<file path="src/rtl/tx_burst_pkg.sv">
// ----------------------------------------------------------------------------
// tx_burst_pkg
// Shared definitions for the transmit burst sequencer:
//   - 3-bit state codes (also shown on the rd_leds status pins)
//   - default burst length and a helper to size the word counter
//   - the Moore output bundle and its state decode
// ----------------------------------------------------------------------------
package tx_burst_pkg;

  // Default maximum number of words in one burst
  localparam int DEF_MAX_WORDS = 32'sd11;

  typedef logic [2:0] state_t;

  localparam logic [2:0] ST_IDLE      = 3'd0;
  localparam logic [2:0] ST_SEND      = 3'd1;
  localparam logic [2:0] ST_WAIT_RISE = 3'd2;
  localparam logic [2:0] ST_WAIT_FALL = 3'd3;
  localparam logic [2:0] ST_GAP       = 3'd4;
  localparam logic [2:0] ST_DONE      = 3'd5;
  localparam logic [2:0] ST_ERR       = 3'd6;

  // Moore outputs that follow directly from the state
  typedef struct packed {
    logic txena;
    logic shift_txregs;
    logic load_txregs;
    logic done_rd;
    logic busy;
  } out_dec_t;

  // Counter width able to hold the values 0..max_words
  function automatic int cnt_w_for(input int max_words);
    return $clog2(max_words + 32'sd1);
  endfunction

  // Output decode for a given state; unknown codes decode to all-quiet
  function automatic out_dec_t decode_state(input state_t st);
    out_dec_t d;
    d = '0;
    case (st)
      ST_IDLE:      d.load_txregs = 1'b1;
      ST_SEND: begin
        d.txena        = 1'b1;
        d.shift_txregs = 1'b1;
      end
      ST_DONE,
      ST_ERR:       d.done_rd = 1'b1;
      default:      d.done_rd = 1'b0;
    endcase
    d.busy = (st != ST_IDLE);
    return d;
  endfunction

endpackage

</file>
<file path="src/rtl/burst_timer.sv">
// ----------------------------------------------------------------------------
// burst_timer
// Small up-counter shared by the inter-word gap and the txbusy-rise timeout.
// Ports:
//   clk, rst   clock and synchronous active-high reset
//   clr        force the count to zero (wins over en)
//   en         advance the count by one
//   term       terminal value to compare against
//   at_term    high while the count equals term
// ----------------------------------------------------------------------------
module burst_timer
  import tx_burst_pkg::*;
#(
  parameter int TMR_W = 16
) (
  input  logic             clk,
  input  logic             rst,
  input  logic             clr,
  input  logic             en,
  input  logic [TMR_W-1:0] term,
  output logic             at_term
);

  logic [TMR_W-1:0] cnt_r;

  // Count register: reset/clear to zero, otherwise step when enabled
  always_ff @(posedge clk) begin
    if (rst) begin
      cnt_r <= TMR_W'(0);
    end else if (clr) begin
      cnt_r <= TMR_W'(0);
    end else if (en) begin
      cnt_r <= cnt_r + TMR_W'(1);
    end
  end

  assign at_term = (cnt_r == term);

endmodule

</file>
<file path="src/rtl/tx_burst_ctrl.sv">
// ----------------------------------------------------------------------------
// tx_burst_ctrl
// Drains a burst of words from the tx shift registers into the UART
// transmitter, handshaking each word on txbusy (wait for rise, then fall).
// Ports:
//   clk, rst      clock and synchronous active-high reset
//   start_rd      burst request, only honoured in IDLE with txbusy low
//   len_i         words in burst (0 or > MAX_WORDS means MAX_WORDS)
//   abort         terminate a running burst
//   txbusy        UART transmitter busy
//   txena         one-cycle transmit strobe
//   load_txregs   parallel-load tx registers (high in IDLE)
//   shift_txregs  advance tx registers to the next word
//   done_rd       one-cycle burst-complete pulse (also on timeout)
//   aborted       one-cycle pulse after an abort
//   err_timeout   sticky timeout flag, cleared by the next accepted start
//   busy          high whenever not IDLE
//   word_cnt      words sent in the current or last burst
//   rd_leds       current state code
// ----------------------------------------------------------------------------
module tx_burst_ctrl
  import tx_burst_pkg::*;
#(
  parameter int MAX_WORDS   = DEF_MAX_WORDS,
  parameter int CNT_W       = cnt_w_for(MAX_WORDS),
  parameter int GAP_CYCLES  = 0,
  parameter int TIMEOUT_CYC = 0,
  parameter int TMR_W       = 16
) (
  input  logic             clk,
  input  logic             rst,
  input  logic             start_rd,
  input  logic [CNT_W-1:0] len_i,
  input  logic             abort,
  input  logic             txbusy,
  output logic             txena,
  output logic             load_txregs,
  output logic             shift_txregs,
  output logic             done_rd,
  output logic             aborted,
  output logic             err_timeout,
  output logic             busy,
  output logic [CNT_W-1:0] word_cnt,
  output logic [2:0]       rd_leds
);

  localparam logic [CNT_W-1:0] MAX_LEN_C  = CNT_W'(MAX_WORDS);
  localparam logic             GAP_EN_C   = (GAP_CYCLES > 0);
  localparam logic             TMO_EN_C   = (TIMEOUT_CYC > 0);
  localparam logic [TMR_W-1:0] GAP_TERM_C = GAP_EN_C ? TMR_W'(GAP_CYCLES - 1) : TMR_W'(0);
  localparam logic [TMR_W-1:0] TMO_TERM_C = TMO_EN_C ? TMR_W'(TIMEOUT_CYC - 1) : TMR_W'(0);

  state_t           state_r;
  state_t           fsm_nxt_s;
  state_t           state_nxt_s;
  out_dec_t         dec_r;
  logic             aborted_r;
  logic             err_timeout_r;
  logic [CNT_W-1:0] word_cnt_r;
  logic [CNT_W-1:0] len_r;
  logic [CNT_W-1:0] len_eff_s;
  logic             start_ok_s;
  logic             abort_act_s;
  logic             last_word_s;
  logic             tmr_clr_s;
  logic             tmr_en_s;
  logic             tmr_hit_s;
  logic [TMR_W-1:0] tmr_term_s;

  assign start_ok_s  = (state_r == ST_IDLE) && start_rd && !txbusy;
  // Abort only matters while a word is actually in flight
  assign abort_act_s = abort && ((state_r == ST_SEND) || (state_r == ST_WAIT_RISE) ||
                                 (state_r == ST_WAIT_FALL) || (state_r == ST_GAP));
  assign last_word_s = (word_cnt_r == len_r);

  // Timer is zeroed on leaving SEND (timeout window) and throughout WAIT_FALL,
  // so GAP always starts counting from zero.
  assign tmr_clr_s  = (state_r == ST_SEND) || (state_r == ST_WAIT_FALL);
  assign tmr_en_s   = ((state_r == ST_WAIT_RISE) && !txbusy) || (state_r == ST_GAP);
  assign tmr_term_s = (state_r == ST_GAP) ? GAP_TERM_C : TMO_TERM_C;

  burst_timer #(
    .TMR_W (TMR_W)
  ) u_timer (
    .clk     (clk),
    .rst     (rst),
    .clr     (tmr_clr_s),
    .en      (tmr_en_s),
    .term    (tmr_term_s),
    .at_term (tmr_hit_s)
  );

  // Clamp the requested burst length to 1..MAX_WORDS
  always_comb begin
    len_eff_s = len_i;
    if ((len_i == CNT_W'(0)) || (len_i > MAX_LEN_C)) begin
      len_eff_s = MAX_LEN_C;
    end else begin
      len_eff_s = len_i;
    end
  end

  // Normal state transitions (timeout included, abort applied afterwards)
  always_comb begin
    fsm_nxt_s = state_r;
    case (state_r)
      ST_IDLE: begin
        if (start_ok_s) fsm_nxt_s = ST_SEND;
        else            fsm_nxt_s = ST_IDLE;
      end
      ST_SEND:      fsm_nxt_s = ST_WAIT_RISE;
      ST_WAIT_RISE: begin
        if (txbusy)                      fsm_nxt_s = ST_WAIT_FALL;
        else if (TMO_EN_C && tmr_hit_s)  fsm_nxt_s = ST_ERR;
        else                             fsm_nxt_s = ST_WAIT_RISE;
      end
      ST_WAIT_FALL: begin
        if (txbusy)           fsm_nxt_s = ST_WAIT_FALL;
        else if (last_word_s) fsm_nxt_s = ST_DONE;
        else if (GAP_EN_C)    fsm_nxt_s = ST_GAP;
        else                  fsm_nxt_s = ST_SEND;
      end
      ST_GAP: begin
        if (tmr_hit_s) fsm_nxt_s = ST_SEND;
        else           fsm_nxt_s = ST_GAP;
      end
      ST_DONE:  fsm_nxt_s = ST_IDLE;
      ST_ERR:   fsm_nxt_s = ST_IDLE;
      default:  fsm_nxt_s = ST_IDLE;
    endcase
  end

  assign state_nxt_s = abort_act_s ? ST_IDLE : fsm_nxt_s;

  // State register plus registered Moore decode of the next state, so the
  // outputs are flop-driven yet line up exactly with state_r.
  always_ff @(posedge clk) begin
    if (rst) begin
      state_r   <= ST_IDLE;
      dec_r     <= decode_state(ST_IDLE);
      aborted_r <= 1'b0;
    end else begin
      state_r   <= state_nxt_s;
      dec_r     <= decode_state(state_nxt_s);
      aborted_r <= abort_act_s;
    end
  end

  // Word counter and latched burst length; an aborted SEND does not count
  always_ff @(posedge clk) begin
    if (rst) begin
      word_cnt_r <= CNT_W'(0);
      len_r      <= MAX_LEN_C;
    end else if (start_ok_s) begin
      word_cnt_r <= CNT_W'(0);
      len_r      <= len_eff_s;
    end else if ((state_r == ST_SEND) && !abort_act_s) begin
      word_cnt_r <= word_cnt_r + CNT_W'(1);
    end
  end

  // Sticky timeout flag: set on leaving ERR, cleared by an accepted start
  always_ff @(posedge clk) begin
    if (rst) begin
      err_timeout_r <= 1'b0;
    end else if (start_ok_s) begin
      err_timeout_r <= 1'b0;
    end else if (state_r == ST_ERR) begin
      err_timeout_r <= 1'b1;
    end
  end

  assign txena        = dec_r.txena;
  assign shift_txregs = dec_r.shift_txregs;
  assign load_txregs  = dec_r.load_txregs;
  assign done_rd      = dec_r.done_rd;
  assign busy         = dec_r.busy;
  assign aborted      = aborted_r;
  assign err_timeout  = err_timeout_r;
  assign word_cnt     = word_cnt_r;
  assign rd_leds      = state_r;

endmodule

</file>
<file path="config.mk">
export PLATFORM = sky130hd
export DESIGN_NAME = tx_burst_ctrl
export DESIGN_NICKNAME = d
export VERILOG_FILES = /design/src/rtl/tx_burst_pkg.sv /design/src/rtl/burst_timer.sv /design/src/rtl/tx_burst_ctrl.sv
export SDC_FILE = /design/constraint.sdc
export NUM_CORES = 1
export LEC_CHECK = 0
export BUFFER_PORTS_ARGS = -buffer_cell sky130_fd_sc_hd__buf_2
export CAP_MARGIN = 20
export CORE_MARGIN = 3
export CORE_UTILIZATION = 56
export CTS_BUF_LIST = sky130_fd_sc_hd__clkbuf_16
export DETAILED_ROUTE_END_ITERATION = 7
export GPL_TIMING_DRIVEN = 0
export PLACE_DENSITY = 0.84
export SETUP_SLACK_MARGIN = 0.1
export SYNTH_ARGS = -nofsm -noshare
export SYNTH_HDL_FRONTEND = slang
export SYNTH_SLANG_ARGS = --single-unit
export TNS_END_PERCENT = 50
</file>
<file path="constraint.sdc">
create_clock -name clk -period 2.11 [get_ports clk]
set_input_delay 0.422 -clock clk [delete_from_list [all_inputs] [get_ports clk]]
set_output_delay 0.422 -clock clk [all_outputs]
set_load 0.02 [all_outputs]
</file>
==> flow_summary.json <==
{
  "status": "complete, no violations",
  "cts-root-buf": "clkbuf_16",
  "yosysTopAreaCell": "dfxtp_1",
  "yosysWarnings": 0,
  "skew_ns": 0.00501,
  "crit_buf_inv": 1,
  "worstSetupStartpoint": "rd_leds[0]",
  "r2r_start": "rd_leds[0]",
  "first_iter_violations": 52,
  "grt_pass1_vias": 1370,
  "synth_edf_count": 0,
  "hold_violations": 0,
  "period_minus_slack_ns": 1.77,
  "drive_above_1_share": 0.214,
  "reg2reg_to": "txena",
  "die-area_um2": 3630,
  "antenna_found_initial": 0,
  "fillers": 211,
  "hold_depth": 2,
  "rsz0062_at_grt": "no",
  "vias": 1456,
  "fp.dieH_um": 60.2,
  "totalNegativeSetupSlack_ns": 0,
  "end_kind": "flip-flop",
  "cp-start-kind": "flip-flop",
  "io_pins": 23,
  "yosys.area_share.simple": 0.277,
  "finalInstanceArea_um2": 1930,
  "fin_ws_ns": 0.335,
  "crit_chain": "buf_2, nor2b_1, nor4b_1, nand2_1, and3_1",
  "viasPerCell": 6.04,
  "clkPwrFrac": 0.480,
  "synth.top_cell.area_share": 0.401,
  "synthFlopType": "dfxtp_1",
  "final-setup-viol-count": 0,
  "cpPeakStageDelay_ns": 0.38,
  "synthesis.area_um2": 1650,
  "grt_overflow_total": 0,
  "synth_cells": 180,
  "max-vdd-ir-drop_mv": 0.945,
  "p_leak_nw": 0.764,
  "synth_adder_area_share": 0.0228,
  "rows": 19,
  "synth_compound_area_frac": 0.150,
  "htreeDepth": 2,
  "tritoncts": "built",
  "cp.required_ns": 2.28,
  "maxCapViolCount": 0,
  "dpl-instance-area_um2": 1800,
  "postRouteAntennaNets": 0,
  "port_buffers": 22,
  "path_clk_slew_ns": 0.05,
  "power.switching_w": 0.000306,
  "maxSlewHeadroom": 0.606,
  "worstPathMaxFanout": 10,
  "yosys-top-cells-area": "dfxtp_1, nor2_1, xor2_1",
  "syn_to_final_growth_pct": 17.5,
  "grt_pass1_wl_um": 6050,
  "tightest_slew_ns": 0.586,
  "powerDensity_nw_per_um2": 725,
  "diodes": 0,
  "seqPwrFrac": 0.456,
  "arrival_ns": 1.94,
  "holdPathEnd": "len_r[1]",
  "period_share": 0.841,
  "wirelength_um": 3700,
  "grtUsageTotal": 0.228,
  "final_cell_mix": "dfxtp_1, buf_2, nor2_1",
  "synth.ff_latch_count": 33,
  "layout_commonest_cell": "dfxtp_1",
  "max_freq_mhz": 564,
  "synth-seq-area-share": 0.401,
  "critical_path_class": "reg -> reg",
  "initial_utilization": 0.592,
  "syn_nets": 192,
  "synth.avg_cell_area_um2": 9.15,
  "critPathTopFamily": "simple AND/OR/NAND/NOR gates",
  "cp_slowest_cell": "dfxtp_1",
  "gp_congestion": 0.860,
  "async_flop_share": 0,
  "dp_slack_ns": 0.296,
  "ctsResizeCount": 0,
  "synth_cell_types": 46,
  "yosys.area_share.xor_xnor": 0.0745,
  "cts.sinks": 33,
  "drt-pass1-iter-count": 4,
  "clock_latency_ns": 0.28,
  "min_path_type": "in -> reg",
  "post_drt_wl_per_cell_um": 15.3,
  "drc_errors": 0,
  "cell_internal_pwr_w": 0.00110,
  "holdBufCountCts": 0,
  "comb_power_share": 0.064,
  "multi_input_area_um2": 922,
  "netSwitchingFraction": 0.218,
  "die_w_um": 60.2,
  "cts_made_buffers": 5,
  "r2r_cells": 5,
  "drv_slew": 0,
  "grt_start_max_net_pins": 11,
  "synth_top_family_by_area": "simple AND/OR/NAND/NOR gates",
  "clock_path_buffers": 2,
  "r2r_slack_ns": 0.34,
  "min_from": "len_i[1]",
  "synth_mux_area_frac": 0.0365,
  "hpwl_um": 2740,
  "nets": 221,
  "seq_area_um2": 661,
  "post_cts_buffers": 0,
  "core_area_um2": 2780
}
[cells by family (layout without fill, tap and decap cells)]
kind of cell	after synthesis	after routing
compound gates	31	31
xor+xnor	14	14
mux	6	6
simple gates	79	79
flops	33	33
fa+ha+maj	3	3
buf+inv	14	44
[layer usage]
| metal | GRT usage | part of all wire |
|---|---|---|
| met4 | 0.117 | 0.019 |
| met2 | 0.394 | 0.52 |
| met5 | 0 | 0 |
| met1 | 0.232 | 0.40 |
| met3 | 0.0950 | 0.056 |
[cells in the mapped netlist (4+ instances only)]
library cell and number:
nand3_1 8, nor4b_1 4, a21oi_1 8, or3_1 5, nand2_1 10, nand4_1 7, inv_1 7, xnor2_1 6
xor2_1 8, nor2_1 19, mux2i_1 6, dfxtp_1 33
[worst register-to-register path, stage by stage, from the launching register on]
cell	delay [ns]
dfxtp_1	0.38
buf_2	0.22
nor2b_1	0.36
nor4b_1	0.38
nand2_1	0.13
and3_1	0.20
[registers in the layout, indices dropped and copies added, names as in the netlist]
signal / flops
aborted: 1
busy: 1
done_rd: 1
err_timeout: 1
len_r: 4
load_txregs: 1
rd_leds: 3
txena: 1
u_timer.cnt_r: 16
word_cnt: 4
[area by class of cell]
type,count,share of cell area
plain buffers,7,0.0194
clock buffers,5,0.0647
clock inverters,3,0.00712
inverters,7,0.0136
multi-input cells,133,0.477
flip-flops and latches,33,0.342
well taps,31,0.0201
repair buffers,22,0.0569
[power by group through the flow]
stage	logic, W	clock network (W)	registers [W]
finish	0.0000893	0.000673	0.000639
global route	0.0000980	0.000718	0.000639
CTS	0.0000889	0.000689	0.000639
detailed placement	0.0000887	0	0.000652
global placement	0.0000853	0	0.000651
floorplan	0.0000508	0	0.000658
[worst max path at each step]
stage | slack, ns | cells past startpoint | endpoint
finish | 0.34 | 5 | txena
global route | 0.16 | 5 | u_timer.cnt_r[0]
CTS | 0.35 | 5 | u_timer.cnt_r[13]
detailed placement | 0.30 | 5 | u_timer.cnt_r[12]
global placement | 0.33 | 5 | u_timer.cnt_r[12]
floorplan | 0.43 | 5 | u_timer.cnt_r[13]
[per-stage QoR]
step	utilization	instances	total power (W)	hold slack, ns
6_report	0.695	241	0.00140	0.360
5_1_grt	0.695	241	0.00146	0.371
4_1_cts	0.695	241	0.00142	0.356
3_5_place_dp	0.646	233	0.000741	0.455
3_3_place_gp	0.646	233	0.000737	0.457
2_1_floorplan	-	180	0.000709	0.443
Power figures use the tool's default switching activity.
